File: config.mk
export PLATFORM = sky130hd
export DESIGN_NAME = adder_stream_pipe
export DESIGN_NICKNAME = d
export VERILOG_FILES = /design/src/rtl/adder_pkg.sv /design/src/rtl/adder_lane.sv /design/src/rtl/adder_stream_pipe.sv
export SDC_FILE = /design/constraint.sdc
export NUM_CORES = 1
export LEC_CHECK = 0
export ABC_AREA = 0
export BUFFER_PORTS_ARGS = -buffer_cell sky130_fd_sc_hd__buf_2
export CAP_MARGIN = 0
export CORE_ASPECT_RATIO = 0.9
export CORE_UTILIZATION = 50
export DETAILED_ROUTE_END_ITERATION = 10
export GPL_TIMING_DRIVEN = 0
export PLACE_DENSITY = 0.73
export SLEW_MARGIN = 25
export SYNTH_ARGS = -nofsm -noshare
export SYNTH_HDL_FRONTEND = slang
export SYNTH_SLANG_ARGS = --single-unit
File: constraint.sdc
create_clock -name clk -period 6.05 [get_ports clk]
set_input_delay 0.605 -clock clk [delete_from_list [all_inputs] [get_ports clk]]
set_output_delay 0.605 -clock clk [all_outputs]
set_load 0.1 [all_outputs]
File: src/rtl/adder_pkg.sv
// Shared definitions for the adder stream pipeline: op encoding, parameter limits,
// lane result record and the signed-overflow predicate.
// Latency: n/a (declarations only). Backpressure: n/a.
package adder_pkg;

  // Per-lane operation encoding carried on din_op.
  localparam logic ADD_OP = 1'b0;
  localparam logic SUB_OP = 1'b1;

  // Legal parameter ranges for adder_stream_pipe.
  localparam int W_MIN      = 8;
  localparam int W_MAX      = 128;
  localparam int LANES_MAX  = 8;
  localparam int STAGES_MAX = 4;

  // One lane's result; data is sized for the widest legal lane, narrower lanes
  // occupy the low W bits.
  typedef struct packed {
    logic [W_MAX-1:0] data;
    logic             ovf;
  } lane_res_t;

  // Two's complement overflow: operands' signs are "compatible" for the op
  // (equal for add, different for sub) and the result sign differs from a.
  function automatic logic ovf_detect(input logic op, input logic sign_a,
                                      input logic sign_b, input logic sign_r);
    logic compat;
    compat = (op == SUB_OP) ? (sign_a != sign_b) : (sign_a == sign_b);
    return compat && (sign_r != sign_a);
  endfunction

endpackage

File: src/rtl/adder_lane.sv
// One lane's combinational add/sub with signed overflow detect; optional clamp.
// Latency: 0 cycles (pure combinational). Backpressure: none, no state.
// Ports: a_i/b_i operands, op_i (0 add, 1 sub), res_o result, ovf_o signed overflow.
// Build option: ADDER_STREAM_SAT_EN clamps overflowed results to the signed range.
module adder_lane
  import adder_pkg::*;
#(
  parameter int W = 64
) (
  input  logic [W-1:0] a_i,
  input  logic [W-1:0] b_i,
  input  logic         op_i,
  output logic [W-1:0] res_o,
  output logic         ovf_o
);

  logic [W-1:0] raw;

  always_comb begin
    raw   = (op_i == SUB_OP) ? (a_i - b_i) : (a_i + b_i);
    ovf_o = ovf_detect(op_i, a_i[W-1], b_i[W-1], raw[W-1]);
    res_o = raw;
`ifdef ADDER_STREAM_SAT_EN
    // Overflow can only go away from a's sign, so a's sign picks the rail:
    // negative a means the true result fell below the minimum.
    if (ovf_o) begin
      res_o = a_i[W-1] ? {1'b1, {(W-1){1'b0}}} : {1'b0, {(W-1){1'b1}}};
    end
`endif
  end

endmodule

File: src/rtl/adder_stream_pipe.sv
// LANES-wide add/sub stream through an elastic STAGES-deep valid/ready pipeline.
// Latency: STAGES cycles input transfer to dout_tvalid; 1 beat/cycle throughput.
// Backpressure: combinational ready chain; din_tready falls only when every stage is full and stalled.
// Ports: clk, rst_n (async, active-low); din/din_op/din_tvalid/din_tready input beat;
//        dout/dout_ovf/dout_tvalid/dout_tready output beat. Lane k: a=din[2kW+:W],
//        b=din[(2k+1)W+:W], result dout[kW+:W].
// Build option: ADDER_STREAM_SAT_EN (saturating lanes, see adder_lane).
module adder_stream_pipe
  import adder_pkg::*;
#(
  parameter int W      = 64,
  parameter int LANES  = 2,
  parameter int STAGES = 2
) (
  input  logic                   clk,
  input  logic                   rst_n,
  input  logic [2*W*LANES-1:0]   din,
  input  logic [LANES-1:0]       din_op,
  input  logic                   din_tvalid,
  output logic                   din_tready,
  output logic [W*LANES-1:0]     dout,
  output logic [LANES-1:0]       dout_ovf,
  output logic                   dout_tvalid,
  input  logic                   dout_tready
);

  localparam int DW = W * LANES;

  logic [DW-1:0]    lane_res;
  logic [LANES-1:0] lane_ovf;

  for (genvar k = 0; k < LANES; k++) begin : g_lane
    adder_lane #(.W(W)) u_lane (
      .a_i   (din[2*k*W +: W]),
      .b_i   (din[(2*k+1)*W +: W]),
      .op_i  (din_op[k]),
      .res_o (lane_res[k*W +: W]),
      .ovf_o (lane_ovf[k])
    );
  end

  logic [STAGES-1:0] v_q, v_d, rdy;
  logic [DW-1:0]     d_q [STAGES];
  logic [DW-1:0]     d_d [STAGES];
  logic [LANES-1:0]  f_q [STAGES];
  logic [LANES-1:0]  f_d [STAGES];

  // Ready ripples back from the output: a stage can take a beat if it is empty
  // or its occupant moves on this cycle.
  always_comb begin
    rdy = '0;
    rdy[STAGES-1] = !v_q[STAGES-1] || dout_tready;
    for (int s = STAGES - 2; s >= 0; s--) begin
      rdy[s] = !v_q[s] || rdy[s+1];
    end
  end

  assign din_tready = rdy[0];

  // Empty stages are kept at zero so the outputs read 0 whenever invalid.
  always_comb begin
    v_d = v_q;
    for (int s = 0; s < STAGES; s++) begin
      d_d[s] = d_q[s];
      f_d[s] = f_q[s];
    end

    if (rdy[0]) begin
      v_d[0] = din_tvalid;
      d_d[0] = din_tvalid ? lane_res : '0;
      f_d[0] = din_tvalid ? lane_ovf : '0;
    end

    for (int s = 1; s < STAGES; s++) begin
      if (rdy[s]) begin
        v_d[s] = v_q[s-1];
        d_d[s] = v_q[s-1] ? d_q[s-1] : '0;
        f_d[s] = v_q[s-1] ? f_q[s-1] : '0;
      end
    end
  end

  always_ff @(posedge clk or negedge rst_n) begin
    if (!rst_n) begin
      v_q <= '0;
      for (int s = 0; s < STAGES; s++) begin
        d_q[s] <= '0;
        f_q[s] <= '0;
      end
    end else begin
      v_q <= v_d;
      for (int s = 0; s < STAGES; s++) begin
        d_q[s] <= d_d[s];
        f_q[s] <= f_d[s];
      end
    end
  end

  assign dout        = d_q[STAGES-1];
  assign dout_ovf    = f_q[STAGES-1];
  assign dout_tvalid = v_q[STAGES-1];

endmodule

==> impl_metrics.yaml, run 1 <==
setup_path:
  crit_path_top_delay_cell: "or4_4"
  start_kind: "input port"
  r2r_cells: 11
  worstSetupPathType: "in -> reg"
  crit_required_ns: 6.54
  cpPeakStageDelay_ns: 0.57
  cp.depth: 23
  path_buf_inv: 3
  cp_max_fo: 8
  cp.arrival_ns: 6.28
  crit_chain: "buf_2 -> or4_4 -> or4_4 -> or4b_4 -> inv_1 -> nand2_1 -> nor2_4 -> and3_2 -> nor3b_4 -> a31oi_1 -> xnor2_1 -> ha_1 -> clkbuf_1 -> a21o_1 -> a21o_1 -> a21oi_1 -> o21ai_0 -> a221o_1 -> a21oi_1 -> o41ai_1 -> xor2_1 -> or4_1 -> nand3_1"
  endpoint_kind: "flip-flop"
  crit_family: "simple AND/OR/NAND/NOR gates"
drt:
  vias: 21454
  viasPerCell: 5.76
  drt_wl_total_um: 70000
  post_drt_wl_per_cell_um: 18.8
  drc_errors: 0
  drtIter0Drc: 1729
  ant_nets: 0
  dr.pass1.iters: 5
final_layout:
  nets: 3549
  fillCellCount: 3892
  fin_util: 0.595
  drive_above_1_share: 0.189
  final_cells: 3726
  syn_to_final_growth_pct: 17.5
timing:
  maxSlewViolCount: 0
  setup_ws_ns: 0.255
  finClkSkew_ns: 0.0107
  worstMarginPinSlew_ns: 1.05
  max_clock_freq_mhz: 173
  setup_viol: 0
  final.min_clock_period_ns: 5.79
  maxSlewHeadroom: 0.302
  tns_ns: 0
  finalHoldViolations: 0
  fin_crit_sh: 0.958
power_and_ir_drop:
  switchingPower_mw: 3.41
  internal-power_mw: 4.13
  pwr-share-comb: 0.471
  clkPwrFrac: 0.227
  ir_worst_vdd_mv: 0.283
  power_leakage_nw: 11.6
  p_per_area_nw_per_um2: 304
  p_seq_frac: 0.302
  swShare: 0.452
synth:
  synth_flop_cell: "dfrtp_1"
  async_reset_ff_frac: 1.00
  ys.warnings.count: 0
  seq_area_frac_synth: 0.311
  synth_area_leaders: "dfrtp_1 (31%), nand2_1 (8.9%), o21ai_0 (7.9%)"
  synth-edff-count: 0
  synth_top_area_frac: 0.311
  ys_seq_elements: 262
  syn_inst: 2735
  synth.largest_area_cell: "dfrtp_1"
  synth.avg_cell_area_um2: 7.71
  yosysUniqueCellTypes: 78
  synth_fp_nets: 3127
  synth_area_um2: 21100
clocking:
  cts_sinks: 262
  cts_inserted_buffers: 27
  max-clock-path-buffers: 3
  clkLatencyLatePin_ns: 0.56
  cts_tree: "done"
  htree_levels: 1
  hold_buffers: 0
  clk_pin_slew_ns: 0.06
  cts-root-buf: "clkbuf_16"
global_route:
  gr-total-overflow: 0
  grt_use_total: 0.317
  grt_pass1_vias: 20202
  antenna_found_initial: 3
  grt_start_max_net_pins: 93
  grt_pass1_wl_um: 108000
outcome:
  status: "finished clean"
placement:
  dp_hpwl_um: 56500
  dp_cells: 3676
  dp_slack_ns: -0.820
  port_buffers: 392
  place.gp.congestion: 0.971
die:
  fp.dieW_um: 219
  start_util: 0.506
  core_um2: 41700
  die_h_um: 197
  row_count: 71
  pin_count: 394
  die_area_um2: 43000
run:
  timing.max_cap.violations: 0
hold_path:
  worstHoldPathType: "in -> async"
==> logic make-up (layout without fill, tap and decap cells) <==
family | after synthesis | after routing | synth area share
compound gates | 799 | 799 | 0.221
xor+xnor | 233 | 233 | 0.0967
fa+ha+maj | 130 | 130 | 0.0778
buf+inv | 336 | 778 | 0.0830
flops | 262 | 262 | 0.311
mux | 5 | 5 | 0.00255
other cells | 0 | 2 | 0
simple gates | 970 | 970 | 0.208
==> what timing repair did <==
| action | 4_1_cts | 5_1_grt |
|---|---|---|
| gates cloned | 0 | 0 |
| resized for setup | 4 | 13 |
| setup endpoints to repair | 5 | 9 |
| pin swaps | 0 | 0 |
| buffers inserted | 0 | 0 |
==> path summary, 6_finish.rpt <==
path                       startpoint         to  slack [ns]
setup / recovery              din[87]     f_q[2]        0.26
hold / removal                  rst_n   dout[80]        0.01
setup reg to reg               v_q[1]   d_q[177]        1.93
hold reg to reg             dout[118]  dout[118]        0.48
max in group asynchronous       rst_n  dout[115]        4.64
min in group clk             din[127]     f_q[2]        0.35
==> layer usage <==
layer / up-vias / GRT usage / routed length (µm)
met1: 10323 / 0.456 / 32000
met3: 103 / 0.0424 / 4780
met4: 0 / 0.0989 / 2130
met2: 744 / 0.490 / 31100
li1: 10284 / - / -
met5: - / 0 / 0
==> cells in the mapped netlist, types with 12 or more instances <==
cell type and instances:
nand2_1 498, o21ai_0 332, dfrtp_1 262, a21oi_1 218
xnor2_1 175, nor2_1 173, clkbuf_1 132, buf_4 130
ha_1 128, a21o_1 74, inv_1 67, xor2_1 58
nor3_1 53, nand4_1 44, nand3_1 41, a31oi_1 37
or3_1 24, nor4_1 23, o21bai_1 20, and3_1 18
nand2b_1 17, nor2b_1 16, o31ai_1 15, and2_1 12
o21a_1 12
==> cells in the final DEF, fill, tap and decap left out, types with 6 or more instances in the layout <==
cell type  count
a211oi_1       6
a21o_1        74
a21oi_1      216
a221o_1        6
a31oi_1       37
and2_1        12
and3_1        17
buf_1          6
buf_2        391
buf_4        130
clkbuf_1     140
clkbuf_16     27
dfrtp_1      262
ha_1         128
inv_1         67
nand2_1      498
nand2b_1      17
nand3_1       41
nand4_1       44
nor2_1       171
nor2b_1       16
nor3_1        51
nor4_1        19
o211ai_1      11
o21a_1        12
o21ai_0      331
o21bai_1      20
o31ai_1       15
or2_2          7
or3_1         24
or4_1          8
xnor2_1      175
xor2_1        58
==> worst register-to-register path: cells and delay by family, from the launching register on <==
family,cells,cell delay (ns)
AOI/OAI and AO/OA,1,0.30
buffers and inverters,5,2.25
DFF,1,0.34
and+or+nand+nor,5,1.12
==> flip-flops by register name (all words and copies together) (netlist names) <==
| register | flops |
|---|---|
| dout_ovf | 2 |
| f_q | 2 |
| d_q | 128 |
| v_q | 2 |
| dout | 128 |
==> stage by stage <==
| stage | instance area [µm²] | total power, mW | hold slack (ns) |
|---|---|---|---|
| final | 24800 | 7.54 | 0.0120 |
| after global placement | 23700 | 5.77 | 0.463 |
| after CTS | 24700 | 7.54 | 0.0462 |
| after floorplan | 21100 | 4.96 | 0.309 |
| after global routing | 24800 | 7.92 | 0.0804 |
| after detailed placement | 23800 | 5.82 | 0.471 |
==> final cells by class <==
class | count | area, µm² | share of cell area
clock inverter | 9 | 130 | 0.00525
clock buffer | 40 | 764 | 0.0308
antenna | 2 | 5.00 | 0.000202
tap | 547 | 684 | 0.0276
buffer | 268 | 1500 | 0.0603
timing repair buffer | 394 | 2030 | 0.0817
multi-input combinational | 2137 | 12900 | 0.520
sequential | 262 | 6560 | 0.264
inverter | 67 | 251 | 0.0101
==> power groups by stage <==
stage | Clock (mW) | Combinational, mW | Sequential, mW
final | 1.71 | 3.55 | 2.28
after CTS | 1.73 | 3.53 | 2.28
after global routing | 1.79 | 3.81 | 2.32
after detailed placement | 0 | 3.51 | 2.30
after global placement | 0 | 3.47 | 2.29
after floorplan | 0 | 2.72 | 2.24
Power figures use the tool's default switching activity.
==> run 2: changes to the inputs <==
--- a/config.mk
+++ b/config.mk
@@ -5,14 +5,15 @@
 export SDC_FILE = /design/constraint.sdc
 export NUM_CORES = 1
 export LEC_CHECK = 0
-export ABC_AREA = 0
+export ABC_AREA = 1
+export ABC_CLOCK_PERIOD_IN_PS = 6050
 export BUFFER_PORTS_ARGS = -buffer_cell sky130_fd_sc_hd__buf_2
 export CAP_MARGIN = 0
 export CORE_ASPECT_RATIO = 0.9
 export CORE_UTILIZATION = 50
 export DETAILED_ROUTE_END_ITERATION = 10
 export GPL_TIMING_DRIVEN = 0
-export PLACE_DENSITY = 0.73
+export PLACE_DENSITY = 0.72
 export SLEW_MARGIN = 25
 export SYNTH_ARGS = -nofsm -noshare
 export SYNTH_HDL_FRONTEND = slang
==> impl_metrics.yaml, run 2 <==
hold_path:
  worstHoldPathType: "in -> reg"
  hold_depth: 3
  hp-start: "din[192]"
  whs_endpoint: "d_q[192]"
global_route:
  grt_pass1_wl_um: 148000
  grt_start_max_net_pins: 92
  grtUsageMet2: 0.550
  grt.met1_usage: 0.589
  antenna_found_initial: 0
  grt_use_total: 0.385
  top_usage_layer: "met1"
  grt_pass1_vias: 25172
  gr-total-overflow: 0
  grtUsageMet3: 0.0931
clocking:
  cts_sinks: 262
  htree_levels: 1
  cts_resized: 0
  cts-root-buf: "clkbuf_16"
  cts_inserted_buffers: 28
  cts_tree: "done"
  max-clock-path-buffers: 3
  clkLatencyLatePin_ns: 0.57
  clk_pin_slew_ns: 0.06
final_layout:
  final_common_cell: "nand2_1"
  fin_util: 0.590
  syn_to_final_growth_pct: 15.5
  final_cell_mix: "nand2_1 (1093), inv_1 (578), nor2_1 (534)"
  n_antenna_cell: 0
  drive_above_1_share: 0.147
  nets: 4801
power_and_ir_drop:
  pwr-share-comb: 0.484
  ir_worst_vdd_mv: 0.326
  swShare: 0.480
  power_leakage_nw: 14.7
  p_seq_frac: 0.288
  clkPwrFrac: 0.228
  internal-power_mw: 4.02
  switchingPower_mw: 3.71
  p_per_area_nw_per_um2: 271
drt:
  viasPerCell: 5.50
  vias: 27822
  ant_nets: 0
  drc_errors: 0
  drt_wl_total_um: 98800
  dr.pass1.iters: 6
  drtIter0Drc: 3127
  post_drt_wl_per_cell_um: 19.5
setup_path:
  endpoint_kind: "flip-flop"
  r2r_end: "d_q[255]"
  crit_required_ns: 6.49
  worstSetupPathType: "in -> reg"
  cp_max_fo: 6
  start_kind: "input port"
  r2r_start: "v_q[1]"
  r2r_cells: 10
  cp.arrival_ns: 4.92
  rrSetupSlack_ns: 2.85
timing:
  finClkSkew_ns: 0.0165
  rsz0062_at_grt: "no"
  fin_crit_sh: 0.741
  setup_viol: 0
  tns_ns: 0
  final.min_clock_period_ns: 4.48
  max_clock_freq_mhz: 223
  maxSlewViolCount: 0
  maxSlewHeadroom: 0.282
  finalHoldViolations: 0
  worstMarginPinSlew_ns: 1.07
synth:
  synth_area_leaders: "dfrtp_1 (27%), nand2_1 (17%), inv_1 (8.8%)"
  synth_fp_nets: 4375
  seq_area_frac_synth: 0.266
  async_reset_ff_frac: 1.00
  synth_top_area_frac: 0.266
  ys_seq_elements: 262
  synthTopCellsByCount: "nand2_1 (1093), inv_1 (578), nor2_1 (534), o21ai_0 (360), dfrtp_1 (262)"
  syn_inst: 3983
  yosysUniqueCellTypes: 49
  ys.warnings.count: 0
  synth.largest_area_cell: "dfrtp_1"
  synth_area_um2: 24700
  synth.avg_cell_area_um2: 6.19
  synth-edff-count: 0
  yosysMostFrequentCell: "nand2_1"
  synth_flop_cell: "dfrtp_1"
die:
  fp.dieW_um: 236
  core_um2: 48300
  pin_count: 394
  start_util: 0.511
  die_h_um: 213
  row_count: 76
  die_area_um2: 50200
placement:
  port_buffers: 392
  dp_hpwl_um: 83900
  place.gp.congestion: 1.05
run:
  timing.max_cap.violations: 0
outcome:
  status: "finished clean"
-- run 2: changes by cell type after synthesis, moves of 24 or more --
cell | before | now
nor2_1 | 173 | 534
or3_1 | 24 | 0
nand2_1 | 498 | 1093
xor2_1 | 58 | 93
a31oi_1 | 37 | 6
inv_1 | 67 | 578
a21o_1 | 74 | 6
o21ai_0 | 332 | 360
clkbuf_1 | 132 | 55
xnor2_1 | 175 | 29
nand3_1 | 41 | 172
o22ai_1 | 2 | 31
-- run 2: logic make-up after synthesis --
logic type / count (synthesis) / share of synthesized area
fa+ha+maj: 130 / 0.0665
buf+inv: 793 / 0.141
flops: 262 / 0.266
xor+xnor: 122 / 0.0433
simple gates: 1971 / 0.328
compound gates: 705 / 0.155
-- run 2: final cells by class --
type	instances	area (µm²)
fillers	4712	19800
multi-input cells	2928	14600
flip-flops and latches	262	6560
inverters	587	2200
repair buffers	396	2060
plain buffers	206	1280
clock buffers	38	830
well taps	624	781
clock inverters	14	129
-- run 2: power groups by stage --
stage          Combinational, mW  Sequential [mW]  Clock (mW)
3_5_place_dp                3.64             2.24           0
2_1_floorplan               2.70             2.18           0
6_report                    3.74             2.22        1.76
4_1_cts                     3.67             2.21        1.77
5_1_grt                     4.00             2.25        1.84
3_3_place_gp                3.61             2.23           0
-- run 2: how the worst max path moves through the flow --
stage / slack [ns] / from / endpoint / cells past startpoint
after floorplan: 2.61 / din[192] / d_q[251] / 23
after global placement: -0.20 / rst_n / dout[66] / 1
after detailed placement: 1.35 / din[98] / d_q[182] / 22
after CTS: 1.90 / din[98] / d_q[182] / 22
after global routing: 1.49 / din_op[0] / d_q[187] / 18
final: 1.57 / din[98] / d_q[182] / 22
-- run 2: through the flow --
| step | power (mW) | cell area [µm²] | std cells | hold WS, ns | worst slack (ns) |
|---|---|---|---|---|---|
| 2_1_floorplan | 4.88 | 24700 | 3983 | 0.309 | 2.61 |
| 3_3_place_gp | 5.84 | 27400 | 4999 | 0.464 | -0.204 |
| 3_5_place_dp | 5.88 | 27500 | 5002 | 0.466 | 1.35 |
| 4_1_cts | 7.65 | 28500 | 5055 | 0.382 | 1.90 |
| 5_1_grt | 8.10 | 28500 | 5055 | 0.389 | 1.49 |
| 6_report | 7.73 | 28500 | 5055 | 0.389 | 1.57 |
-- run 2: critical path, stage by stage --
cell	delay, ns
buf_2	0.11
inv_1	0.11
nand4_1	0.32
nor2_1	0.56
nand2_1	0.13
nor4_2	0.70
xor2_1	0.14
nand2_1	0.09
o21ai_0	0.11
ha_1	0.44
nand2_1	0.10
nor2_1	0.11
inv_1	0.08
nor2_1	0.14
inv_1	0.07
nor2_1	0.34
and2_1	0.18
nand2_1	0.17
nand3_1	0.13
nand2_1	0.05
nand3_1	0.12
nand2_1	0.07
-- run 2: repair_timing --
action,in CTS,in global routing
setup buffers,0,0
endpoints found under the hold margin,41,0
hold buffers,1,0
-- run 2: routing by layer --
layer	up-vias	share of wire
met5	-	0
met4	0	0.015
met3	96	0.12
met2	1352	0.40
met1	12937	0.47
li1	13437	-
==> run 3: changes to the inputs <==
--- a/config.mk
+++ b/config.mk
@@ -5,15 +5,15 @@
 export SDC_FILE = /design/constraint.sdc
 export NUM_CORES = 1
 export LEC_CHECK = 0
-export ABC_AREA = 1
-export ABC_CLOCK_PERIOD_IN_PS = 6050
+export ABC_AREA = 0
+export ABC_CLOCK_PERIOD_IN_PS = 3900
 export BUFFER_PORTS_ARGS = -buffer_cell sky130_fd_sc_hd__buf_2
 export CAP_MARGIN = 0
 export CORE_ASPECT_RATIO = 0.9
 export CORE_UTILIZATION = 50
 export DETAILED_ROUTE_END_ITERATION = 10
 export GPL_TIMING_DRIVEN = 0
-export PLACE_DENSITY = 0.72
+export PLACE_DENSITY = 0.76
 export SLEW_MARGIN = 25
 export SYNTH_ARGS = -nofsm -noshare
 export SYNTH_HDL_FRONTEND = slang
==> constraint.sdc (replaced) <==
create_clock -name clk -period 3.9 [get_ports clk]
set_input_delay 0.39 -clock clk [delete_from_list [all_inputs] [get_ports clk]]
set_output_delay 0.39 -clock clk [all_outputs]
set_load 0.1 [all_outputs]
==> impl_metrics.yaml, run 3 (synthesis gave the netlist of run 1 again) <==
outcome:
  status: "complete, but fails checks"
  failed_checks: "setup timing"
power_and_ir_drop:
  power_leakage_nw: 12.9
  p_per_area_nw_per_um2: 458
  p_total_mw: 12.7
  ir_worst_vdd_mv: 0.483
timing:
  finalHoldViolations: 0
  maxSlewHeadroom: 0.265
  final.min_clock_period_ns: 4.72
  max_clock_freq_mhz: 212
  setup_viol: 55
  worstMarginPinSlew_ns: 1.10
  finClkSkew_ns: 0.0326
  setup_ws_ns: -0.825
  rsz0062_at_grt: "yes"
  fin_hold_ws_ns: 0.121
  tns_ns: -16.63
  fin_crit_sh: 1.21
  maxSlewViolCount: 0
hold_path:
  hp-start: "din[127]"
  worstHoldPathType: "in -> reg"
setup_path:
  cp_max_fo: 5
  startpoint: "din[84]"
  cpPeakStageDelay_ns: 0.53
  r2r_start: "v_q[1]"
  crit_path_end: "f_q[2]"
  crit_required_ns: 4.40
  worstSetupPathType: "in -> reg"
  start_kind: "input port"
  crit_chain: "buf_8 -> or4_4 -> or4_4 -> or4b_4 -> buf_6 -> nor3_4 -> nand2_4 -> nor4_4 -> a31oi_2 -> xnor2_2 -> ha_4 -> a21o_1 -> a21oi_2 -> o21ai_1 -> a221o_1 -> a21oi_2 -> o41ai_2 -> xor2_1 -> or4_1 -> nand3_1"
  r2r_cells: 11
  cp.arrival_ns: 5.23
  crit_path_top_delay_cell: "or4_4"
  rrSetupSlack_ns: 0
  endpoint_kind: "flip-flop"
  r2r_end: "d_q[177]"
die:
  die_h_um: 197
  start_util: 0.506
  fp.dieW_um: 219
  core_um2: 41700
  die_area_um2: 43000
  pin_count: 394
  row_count: 71
global_route:
  grt_pass1_vias: 21523
  grt_pass1_wl_um: 120000
  antenna_found_initial: 16
  grt_use_total: 0.359
  gr-total-overflow: 0
  grt_start_max_net_pins: 92
placement:
  dp_hpwl_um: 62200
  dp_cells: 3676
  port_buffers: 392
  dp_slack_ns: -2.10
  place.gp.congestion: 1.01
  placed_area_um2: 24300
final_layout:
  stdcell_area_um2: 27800
  final_common_cell: "nand2_1"
  final_cell_mix: "nand2_1 (474), buf_2 (386), dfrtp_1 (262)"
  fin_util: 0.668
  final_cells: 3851
  syn_to_final_growth_pct: 32.0
  drive_above_1_share: 0.310
  nets: 3663
clocking:
  cts_tree: "done"
  max-clock-path-buffers: 3
  cts_inserted_buffers: 30
  htree_levels: 1
  clkLatencyLatePin_ns: 0.60
  cts_sinks: 262
  cts-root-buf: "clkbuf_16"
  clk_pin_slew_ns: 0.06
drt:
  drc_errors: 0
  drtIter0Drc: 2014
  ant_nets: 0
  dr.pass1.iters: 6
  drt_wl_total_um: 80700
  viasPerCell: 5.90
  post_drt_wl_per_cell_um: 21.0
  vias: 22737
run:
  timing.max_cap.violations: 0
run 3: timing repair:
| item | in CTS | in global routing |
|---|---|---|
| setup buffers | 67 | 68 |
| setup endpoints to repair | 74 | 73 |
| hold endpoints to repair | 81 | 0 |
| pin swaps | 119 | 126 |
| hold buffers | 1 | 0 |
| resized for setup | 209 | 182 |
run 3: critical path: cells and delay by family:
family	cells	cell delay, ns
buffers and inverters	2	0.24
and+or+nand+nor	8	2.69
AOI/OAI and AO/OA	7	1.12
xor gates and xnor gates	2	0.53
adders and majority gates	1	0.27
run 3: layout make-up:
| type | instances | area, µm² |
|---|---|---|
| antenna | 13 | 32.5 |
| buffer | 246 | 1570 |
| clock buffer | 41 | 853 |
| clock inverter | 11 | 119 |
| fill | 3573 | 13800 |
| inverter | 67 | 251 |
| multi-input combinational | 2137 | 14600 |
| sequential | 262 | 6560 |
| tap | 547 | 684 |
| timing repair buffer | 527 | 3190 |
run 3: worst min-delay path by stage:
stage | depth (start not counted) | to
after global placement | 2 | d_q[194]
after global routing | 3 | f_q[2]
final | 3 | f_q[2]
after detailed placement | 1 | dout[17]
after CTS | 3 | f_q[2]
after floorplan | 0 | d_q[128]
run 3: per-layer routing:
layer	GRT usage	part of all wire	vias to the layer above
li1	-	-	10550
met1	0.492	0.43	11077
met2	0.557	0.45	929
met3	0.0685	0.081	171
met4	0.137	0.037	10
met5	0	0.00076	-
run 3: power by group:
group | switching [mW] | leakage (nW) | total, mW | internal [mW]
clock network | 1.20 | 0.479 | 2.85 | 1.65
logic | 4.28 | 8.93 | 6.34 | 2.06
registers | 0.331 | 3.44 | 3.56 | 3.22
